--- src/rtl/instruction_fetch_ctrl_pkg.sv ---
// instruction_fetch_ctrl_pkg: shared sizes and fetch FSM state encoding
//   default_data_size  - PC / address width
//   default_instr_size - instruction word width
//   S_*                - fetch FSM state codes
package instruction_fetch_ctrl_pkg;
  localparam int default_data_size = 8;
  localparam int default_instr_size = 16;
  localparam logic [1:0] S_IDLE = 2'd0;
  localparam logic [1:0] S_FETCH = 2'd1;
  localparam logic [1:0] S_STEP = 2'd2;
  localparam logic [1:0] S_LOAD = 2'd3;
endpackage

--- src/rtl/instruction_fetch_ctrl.sv ---
// instruction_fetch_ctrl: fetches one word per PC value into an instruction register and redirects the PC on branches
//   clk, rst (async, active-low)
//   run                          - fetch enable
//   pc_count / Inc_PC / Load_PC / pc_data_out  - program counter control
//   mem_req / mem_addr / mem_ack / mem_rdata   - instruction memory read handshake
//   ir_valid / ir_ready / ir_data / ir_pc      - decoder handshake
//   branch_req / branch_target                 - redirect request
module instruction_fetch_ctrl
  import instruction_fetch_ctrl_pkg::*;
#(
  parameter int data_size = default_data_size,
  parameter int instr_size = default_instr_size
) (
  input  logic                  clk,
  input  logic                  rst,
  input  logic                  run,
  input  logic [data_size-1:0]  pc_count,
  output logic                  Inc_PC,
  output logic                  Load_PC,
  output logic [data_size-1:0]  pc_data_out,
  output logic                  mem_req,
  output logic [data_size-1:0]  mem_addr,
  input  logic                  mem_ack,
  input  logic [instr_size-1:0] mem_rdata,
  output logic                  ir_valid,
  input  logic                  ir_ready,
  output logic [instr_size-1:0] ir_data,
  output logic [data_size-1:0]  ir_pc,
  input  logic                  branch_req,
  input  logic [data_size-1:0]  branch_target
);
  logic [1:0] state, state_next;
  logic pending, discard, capture;
  logic [data_size-1:0] target;
  // a branch at the ack edge flushes the returning word just like a pending discard
  assign capture = state == S_FETCH && mem_ack && !discard && !branch_req;
  always_ff @(posedge clk or negedge rst)
    if (!rst) state <= S_IDLE;
    else state <= state_next;
  always_comb begin
    state_next = state;
    case (state)
      S_IDLE:  state_next = (pending || branch_req) ? S_LOAD : (run && (!ir_valid || ir_ready)) ? S_FETCH : S_IDLE;
      S_FETCH: state_next = !mem_ack ? S_FETCH : (discard || branch_req) ? S_LOAD : S_STEP;
      S_STEP:  state_next = (pending || branch_req) ? S_LOAD : S_IDLE;
      default: state_next = branch_req ? S_LOAD : S_IDLE;
    endcase
  end
  always_comb begin
    mem_req = state == S_FETCH;
    Inc_PC = state == S_STEP;
    Load_PC = state == S_LOAD;
    pc_data_out = target;
  end
  always_ff @(posedge clk or negedge rst)
    if (!rst) begin
      pending <= 1'b0;
      discard <= 1'b0;
      target <= '0;
      mem_addr <= '0;
      ir_valid <= 1'b0;
      ir_data <= '0;
      ir_pc <= '0;
    end else begin
      pending <= branch_req || (pending && state != S_LOAD);
      // the bus transaction is never abandoned; a redirect mid-fetch only marks the reply as stale
      discard <= state == S_FETCH && (mem_ack ? 1'b0 : (discard || branch_req));
      if (branch_req) target <= branch_target;
      if (state == S_IDLE && state_next == S_FETCH) mem_addr <= pc_count;
      if (capture) begin
        ir_data <= mem_rdata;
        ir_pc <= mem_addr;
      end
      ir_valid <= !branch_req && (capture || (ir_valid && !ir_ready));
    end
endmodule
--- config.mk ---
export PLATFORM = sky130hd
export DESIGN_NAME = instruction_fetch_ctrl
export DESIGN_NICKNAME = d
export VERILOG_FILES = /design/src/rtl/instruction_fetch_ctrl_pkg.sv /design/src/rtl/instruction_fetch_ctrl.sv
export SDC_FILE = /design/constraint.sdc
export NUM_CORES = 1
export LEC_CHECK = 0
export CORE_MARGIN = 2
export CORE_UTILIZATION = 25
export DETAILED_ROUTE_END_ITERATION = 8
export SYNTH_ARGS = -nofsm -noshare
export SYNTH_HDL_FRONTEND = slang
export SYNTH_SLANG_ARGS = --single-unit
--- constraint.sdc ---
create_clock -name clk -period 4 [get_ports clk]
set_input_delay 0.6 -clock clk [delete_from_list [all_inputs] [get_ports clk]]
set_output_delay 0.6 -clock clk [all_outputs]
set_load 0.05 [all_outputs]
==> metrics.md <==
| Metric | Value |
|---|---|
| Clk_skew | 11.48 ps |
| Global route total overflow | 0 |
| Most frequent cell after synthesis | dfrtp_1 |
| Setup TNS | 0 ps |
| Synth Instances | 107 |
| Post-synth top area share | 64.89% |
| Min-delay worst type | primary input to async pin |
| TritonCTS clock tree | done |
| Synth cell types | 19 |
| I/O Buffers | 81 |
| FF+latch count, synth | 45 |
| Crit-path cells | and2b_2 > clkdlybuf4s50_1 |
| Status | finished, final reports clean |
| Die ar. | 7624 um2 |
| Clock sink count | 45 |
| CP required | 3400 ps |
| Worst Setup End Kind | output pin |
| Total track usage | 10.27% |
| Register area share after synthesis | 64.89% |
| Dominant cell type by area after synthesis | dfrtp_1 |
| Routed Antenna Nets | 0 |
| Clk slew on worst S/H paths | 90 ps |
| Combinational power share | 52.9% |
| Via count of the first global-routing pass | 1203 |
| RePlAce Congestion | 0.7203 |
| Initial antenna violation count | 0 |
| Syn Area/Cell | 16.22 um2 |
| Worst Path Arrival | 1800 ps |
| DRT iter0 DRCs | 30 |
| Share of cells above drive strength 1 | 26.42% |
| Sequential share of power | 33.8% |
| I/O pin cnt | 82 |
| Total wire length | 3777 um |
| Max-slew headroom | 32.79% |
| Reg2Reg Launch Point | state[0]$_DFF_PN0_ |
| Final-report max-slew violation count | 0 |
| Setup slack, reg-to-reg | 2420 ps |
| Buffer and inverter count on the worst path | 1 |
| Num rows | 30 |
| Worst vdd ir | 349.3 uV |
| FILL cells | 667 |
| Post-CTS setup buffer count | 0 |
| First-pass GRT wire length | 5906 um |
| Total number of vias | 1179 |
| Syn-to-layout area delta | 55.44% |
| Finished Core Util | 39.93% |
| Crit share post-route | 60.03% |
| Proportion of power drawn by the clock network | 13.3% |
| Via density | 4.319 |
| Fmax | 0.4165 GHz |
| Slew @ Worst Pin | 1008 ps |
| Worst skew pair latency | 300 ps |
| Asr flop ratio synth | 100.0% |
| Syn nets | 145 |
| Top cells by area, synth | dfrtp_1 65%, mux2_2 26%, buf_6 1.3% |
| Starting Density | 25.69% |
| Number of synthesized flops with an enable pin | 0 |
| Synth top cells by count | 45 x dfrtp_1, 40 x mux2_2 |
| HPWL Detailed | 2742 um |
| Chip width | 87.32 um |
| Max Cap Viol | 0 |
| Sw Ratio | 44.69% |
| Leakage | 1.158 nW |
| Synth warn | 0 |
| Kind of critical path | register to output pin |
| Internal Power | 1.123 mW |
| RSZ-0062 raised after global routing | false |
| Min cycle time layout | 2401 ps |
| Psw | 907.3 uW |
| CP max stage delay | 810 ps |
| First drt pass iteration count | 4 |
| Post-cts resize count | 0 |
| Core area | 6756 um2 |
| CP top delay family | buffers and inverters |
| Startpoint Class | register |
| Largest net degree at the start of global routing | 46 |
| DR WL/cell | 13.84 um |
| CTS buffer count | 5 |
| Worst R2R Path Depth | 3 |
| Final #Nets | 230 |
| Post-route DRC | 0 |
| Die span in y | 87.32 um |
| Top FF cell, synth | dfrtp_1 |
| Mapped Area | 1735 um2 |
| Crit path max fanout | 5 |
| PD cells | 752.6 nW/um2 |
| Maximum buffer depth of the clock tree | 2 |
| H-tree depth | 2 |
| CTS Root Cell | clkbuf_8 |
| Antenna Cells | 0 |
| Final setup fails | 0 |
| Hold-fix buffers, CTS | 0 |
| Slowest stage cell, crit path | clkdlybuf4s50_1 |
| Endpoints failing hold | 0 |
| R2r endpoint | mem_addr[6]$_DFFE_PN0P_ |
| CP startpoint | state[1]$_DFF_PN0_ |
## registers in the layout, summed over array words and instances, names as in the netlist
signal	flops
discard	1
ir_data	16
pending	1
pc_data_out	8
ir_valid	1
state	2
ir_pc	8
mem_addr	8
## metrics by stage
| stage | hold WS (ps) | total power, mW | worst slack, ps | instances | instance area (um2) |
|---|---|---|---|---|---|
| after floorplan | 304.4 | 1.387 | 2274 | 107 | 1735 |
| final | 462.7 | 2.030 | 1599 | 273 | 2698 |
| after global placement | 487.1 | 1.774 | 1469 | 265 | 2615 |
| after detailed placement | 494.5 | 1.780 | 1439 | 265 | 2615 |
| after global routing | 527.2 | 2.129 | 1517 | 273 | 2698 |
| after CTS | 512.8 | 2.059 | 1581 | 273 | 2698 |
## how the worst max path moves through the flow
stage | to | slack [ps] | cells after the start
after global routing | mem_req | 1520 | 2
final | mem_req | 1600 | 2
after detailed placement | ir_data[0]$_DFFE_PN0P_ | 1440 | 4
after CTS | mem_req | 1580 | 2
after floorplan | Inc_PC | 2270 | 2
after global placement | mem_addr[1]$_DFFE_PN0P_ | 1470 | 4
## kinds of logic after synthesis
group                  Yosys count  synth area share [%]
flip-flops                      45                 64.89
AND/OR/NAND/NOR                 10                 4.326
AO/OA/AOI/OAI                    6                 2.307
multiplexers                    41                 26.53
buffers and inverters            5                 1.947
## routing by layer
layer  GRT usage, %  wire (um)  vias to the layer above
li1               -          -                      543
met1          12.37       1541                      583
met2          16.25       1869                       44
met3          3.128        242                        9
met4          5.734        124                        0
met5              0          0                        -
## power groups by stage
stage	clock network [mW]	logic, mW	registers, mW
2_1_floorplan	0	0.180	1.21
3_3_place_gp	0	1.08	0.695
3_5_place_dp	0	1.08	0.697
4_1_cts	0.284	1.09	0.689
5_1_grt	0.301	1.12	0.709
6_report	0.269	1.07	0.686
## layout make-up
type / instances / area (um2) / area share [%]
inverters: 2 / 7.507 / 0.2783
clock inverters: 2 / 10.01 / 0.3711
clock buffers: 6 / 72.57 / 2.690
well taps: 80 / 100.1 / 3.711
multi-input cells: 57 / 575.6 / 21.34
repair buffers: 81 / 805.8 / 29.87
flip-flops and latches: 45 / 1126 / 41.74
## placed cells by master (no fill, tap or decap)
cell / instances
and2b_2: 1
nor2b_1: 1
mux2i_1: 1
nand2_1: 1
a21oi_1: 1
nor3b_1: 1
nand3_4: 1
o21ai_0: 2
inv_1: 2
clkinv_2: 2
nand2b_1: 1
a311o_1: 1
clkdlybuf4s50_1: 80
clkbuf_8: 5
dfrtp_1: 45
a21o_1: 2
nor3_1: 1
clkbuf_1: 1
buf_2: 1
nor2_1: 2
mux2_2: 40
nand4_2: 1
Power figures use the tool's default switching activity.
==> variant (config.mk and constraints unchanged) <==
Make the reset (`rst`) synchronous in 2 clocked blocks. Comments in the files are not updated.
--- a/src/rtl/instruction_fetch_ctrl.sv
+++ b/src/rtl/instruction_fetch_ctrl.sv
@@ -36,3 +36,3 @@
   assign capture = state == S_FETCH && mem_ack && !discard && !branch_req;
-  always_ff @(posedge clk or negedge rst)
+  always_ff @(posedge clk)
     if (!rst) state <= S_IDLE;
@@ -54,3 +54,3 @@
   end
-  always_ff @(posedge clk or negedge rst)
+  always_ff @(posedge clk)
     if (!rst) begin
Check against the original RTL: differs if rst is asserted again (counterexample within 4 cycles, from zero or initial values and one cycle with rst low); with rst held inactive, the same outputs for 10 cycles.
==> variant against the unedited design <==
  * Cell area increased by 2.0%
  * Worst setup slack improved by 23 ps
  * Area after synthesis increased by 1.4%
  * Sequential cell count unchanged
  * Via count increased by 26%
  * Sequential share of layout area decreased by 9.0 points
  * Routed wire length increased by 7.3%
  * Largest cell class unchanged
Power is not compared: it rests on default switching activity, and its combinational part moved more than twofold at a synthesized area within 25%.
==> variant: results (changes against the unedited design) <==
run_status:
  status: "completed"  # unchanged
place:
  hpwl_um: 2920  # was 2740 um
  gp_congestion: 0.711  # was 0.720
  dp.cells: 351  # was 265
  dp_slack_ps: 1420  # was 1440 ps
global_route:
  grt_max_degree: 36  # was 46
  grt_pass1_vias: 1469  # was 1203
  grt_pass1_wl_um: 6570  # was 5910 um
  track_usage_pct: 10.9  # was 10.3%
clocking:
  postCtsResizedCells: 0  # unchanged
  worst_skew_pair.late_latency_ps: 290
  cts-root-buf: "clkbuf_8"  # unchanged
critical_path:
  worstPathArrival_ps: 1780  # was 1800 ps
  r2r-start: "state[0]$_SDFF_PN0_"  # was state[0]$_DFF_PN0_
  reg2reg_to: "ir_pc[6]$_SDFFE_PN0P_"  # was mem_addr[6]$_DFFE_PN0P_
  cp_max_fo: 6  # was 5
  r2r_slack_ps: 2600  # was 2420 ps
  cp_slowest_stage_delay_ps: 790  # was 810 ps
  reg2reg_depth: 4  # was 3
power:
  switching_share_pct: 25.7
  ir_worst_vdd_v: 0.000129
yosys:
  ys_seq_area_share_pct: 51.2  # was 64.9%
  syn-num-nets: 221  # was 145
  avgSynthCellArea_um2: 9.61  # was 16.2 um^2
  synth_cell_types: 21  # was 19
  async_reset_ff_share_pct: 0  # was 100%
  synth_area_leaders: "dfxtp_1 51%, mux2i_1 23%, nand2_1 13%"  # was dfrtp_1 65%, mux2_2 26%, buf_6 1.3%
  yosys.area.top_type: "dfxtp_1"  # was dfrtp_1
  ys_top_cells_by_count: "59 x nand2_1, 45 x dfxtp_1, 40 x mux2i_1"  # was 45 x dfrtp_1, 40 x mux2_2
detailed_routing:
  first_pass_iters: 6  # was 4
  via_count: 1482  # was 1179
  wirelength_um: 4050  # was 3780 um
  drt_iter0_markers: 53  # was 30
final_layout:
  nets: 300  # was 230
  instances_no_fill: 359  # was 273
  layout-drive-gt1-share_pct: 5.70  # was 26.4%
  fillers: 692  # was 667
sta:
  hold_ws_ps: 460  # was 463 ps
  tightest_slew_ps: 699  # was 1010 ps
  clock_skew_ps: 9.47  # was 11.5 ps
hold_path:
  holdCritPathClass: "reg2reg"  # was in2async
-- variant: changes by cell type after synthesis, sizes merged, moves of 2 or more --
cell,change
a21o,-2
buf,+4
clkbuf,+3
dfrtp,-45
dfxtp,+45
inv,+3
mux2,-40
mux2i,+39
nand2,+58
nor2,+9
nor4,+2
-- variant: how the worst max path moves through the flow --
| stage | depth (start not counted) | start | endpoint | slack [ps] |
|---|---|---|---|---|
| CTS | 3 | state[0]$_SDFF_PN0_ | Load_PC | 1600 |
| floorplan | 2 | state[1]$_SDFF_PN0_ | Inc_PC | 2310 |
| finish | 3 | state[0]$_SDFF_PN0_ | Load_PC | 1620 |
| global route | 3 | state[0]$_SDFF_PN0_ | Load_PC | 1540 |
| detailed placement | 4 | branch_req | ir_pc[6]$_SDFFE_PN0P_ | 1420 |
| global placement | 4 | branch_req | ir_valid$_SDFF_PN0_ | 1440 |
-- variant: layout make-up --
type / instances / area share, %
flip-flops and latches: 45 / 32.7
inverters: 5 / 0.682
multi-input cells: 123 / 28.5
well taps: 96 / 4.36
clock buffers: 7 / 3.14
clock inverters: 1 / 1.09
repair buffers: 82 / 29.5
-- variant: per-stage QoR --
| stage | cell area, um^2 | utilization (%) |
|---|---|---|
| finish | 2750 | 40.5 |
| global route | 2750 | 40.5 |
| CTS | 2750 | 40.5 |
| detailed placement | 2640 | 38.8 |
| global placement | 2640 | 38.8 |
| floorplan | 1760 | - |
-- variant: cell families after synthesis --
kind of cell | after synthesis | share of synthesized area (%)
buf+inv | 15 | 4.27
simple gates | 76 | 18.9
flops | 45 | 51.2
mux | 40 | 22.8
compound gates | 7 | 2.85
-- variant: routing by layer --
metal	wire length, um	track usage (%)	vias up
met4	69	4.62	0
li1	-	-	756
met3	218	2.92	6
met5	0	0	-
met2	1880	18.7	45
met1	1880	12.7	675
-- variant: power groups by stage --
stage                     clock network (mW)  registers (mW)  logic [mW]
final                                  0.351           0.474       0.178
after CTS                              0.365           0.474       0.180
after floorplan                            0           0.527      0.0624
after detailed placement                   0           0.485       0.180
after global placement                     0           0.484       0.179
after global routing                   0.385           0.476       0.190
-- variant: worst register-to-register path, delay by kind of cell, from the launching register on --
kind / cells / cell delay [ps]
AND/OR/NAND/NOR: 2 / 490
multiplexers: 1 / 240
flip-flops: 1 / 470
buffers and inverters: 1 / 90
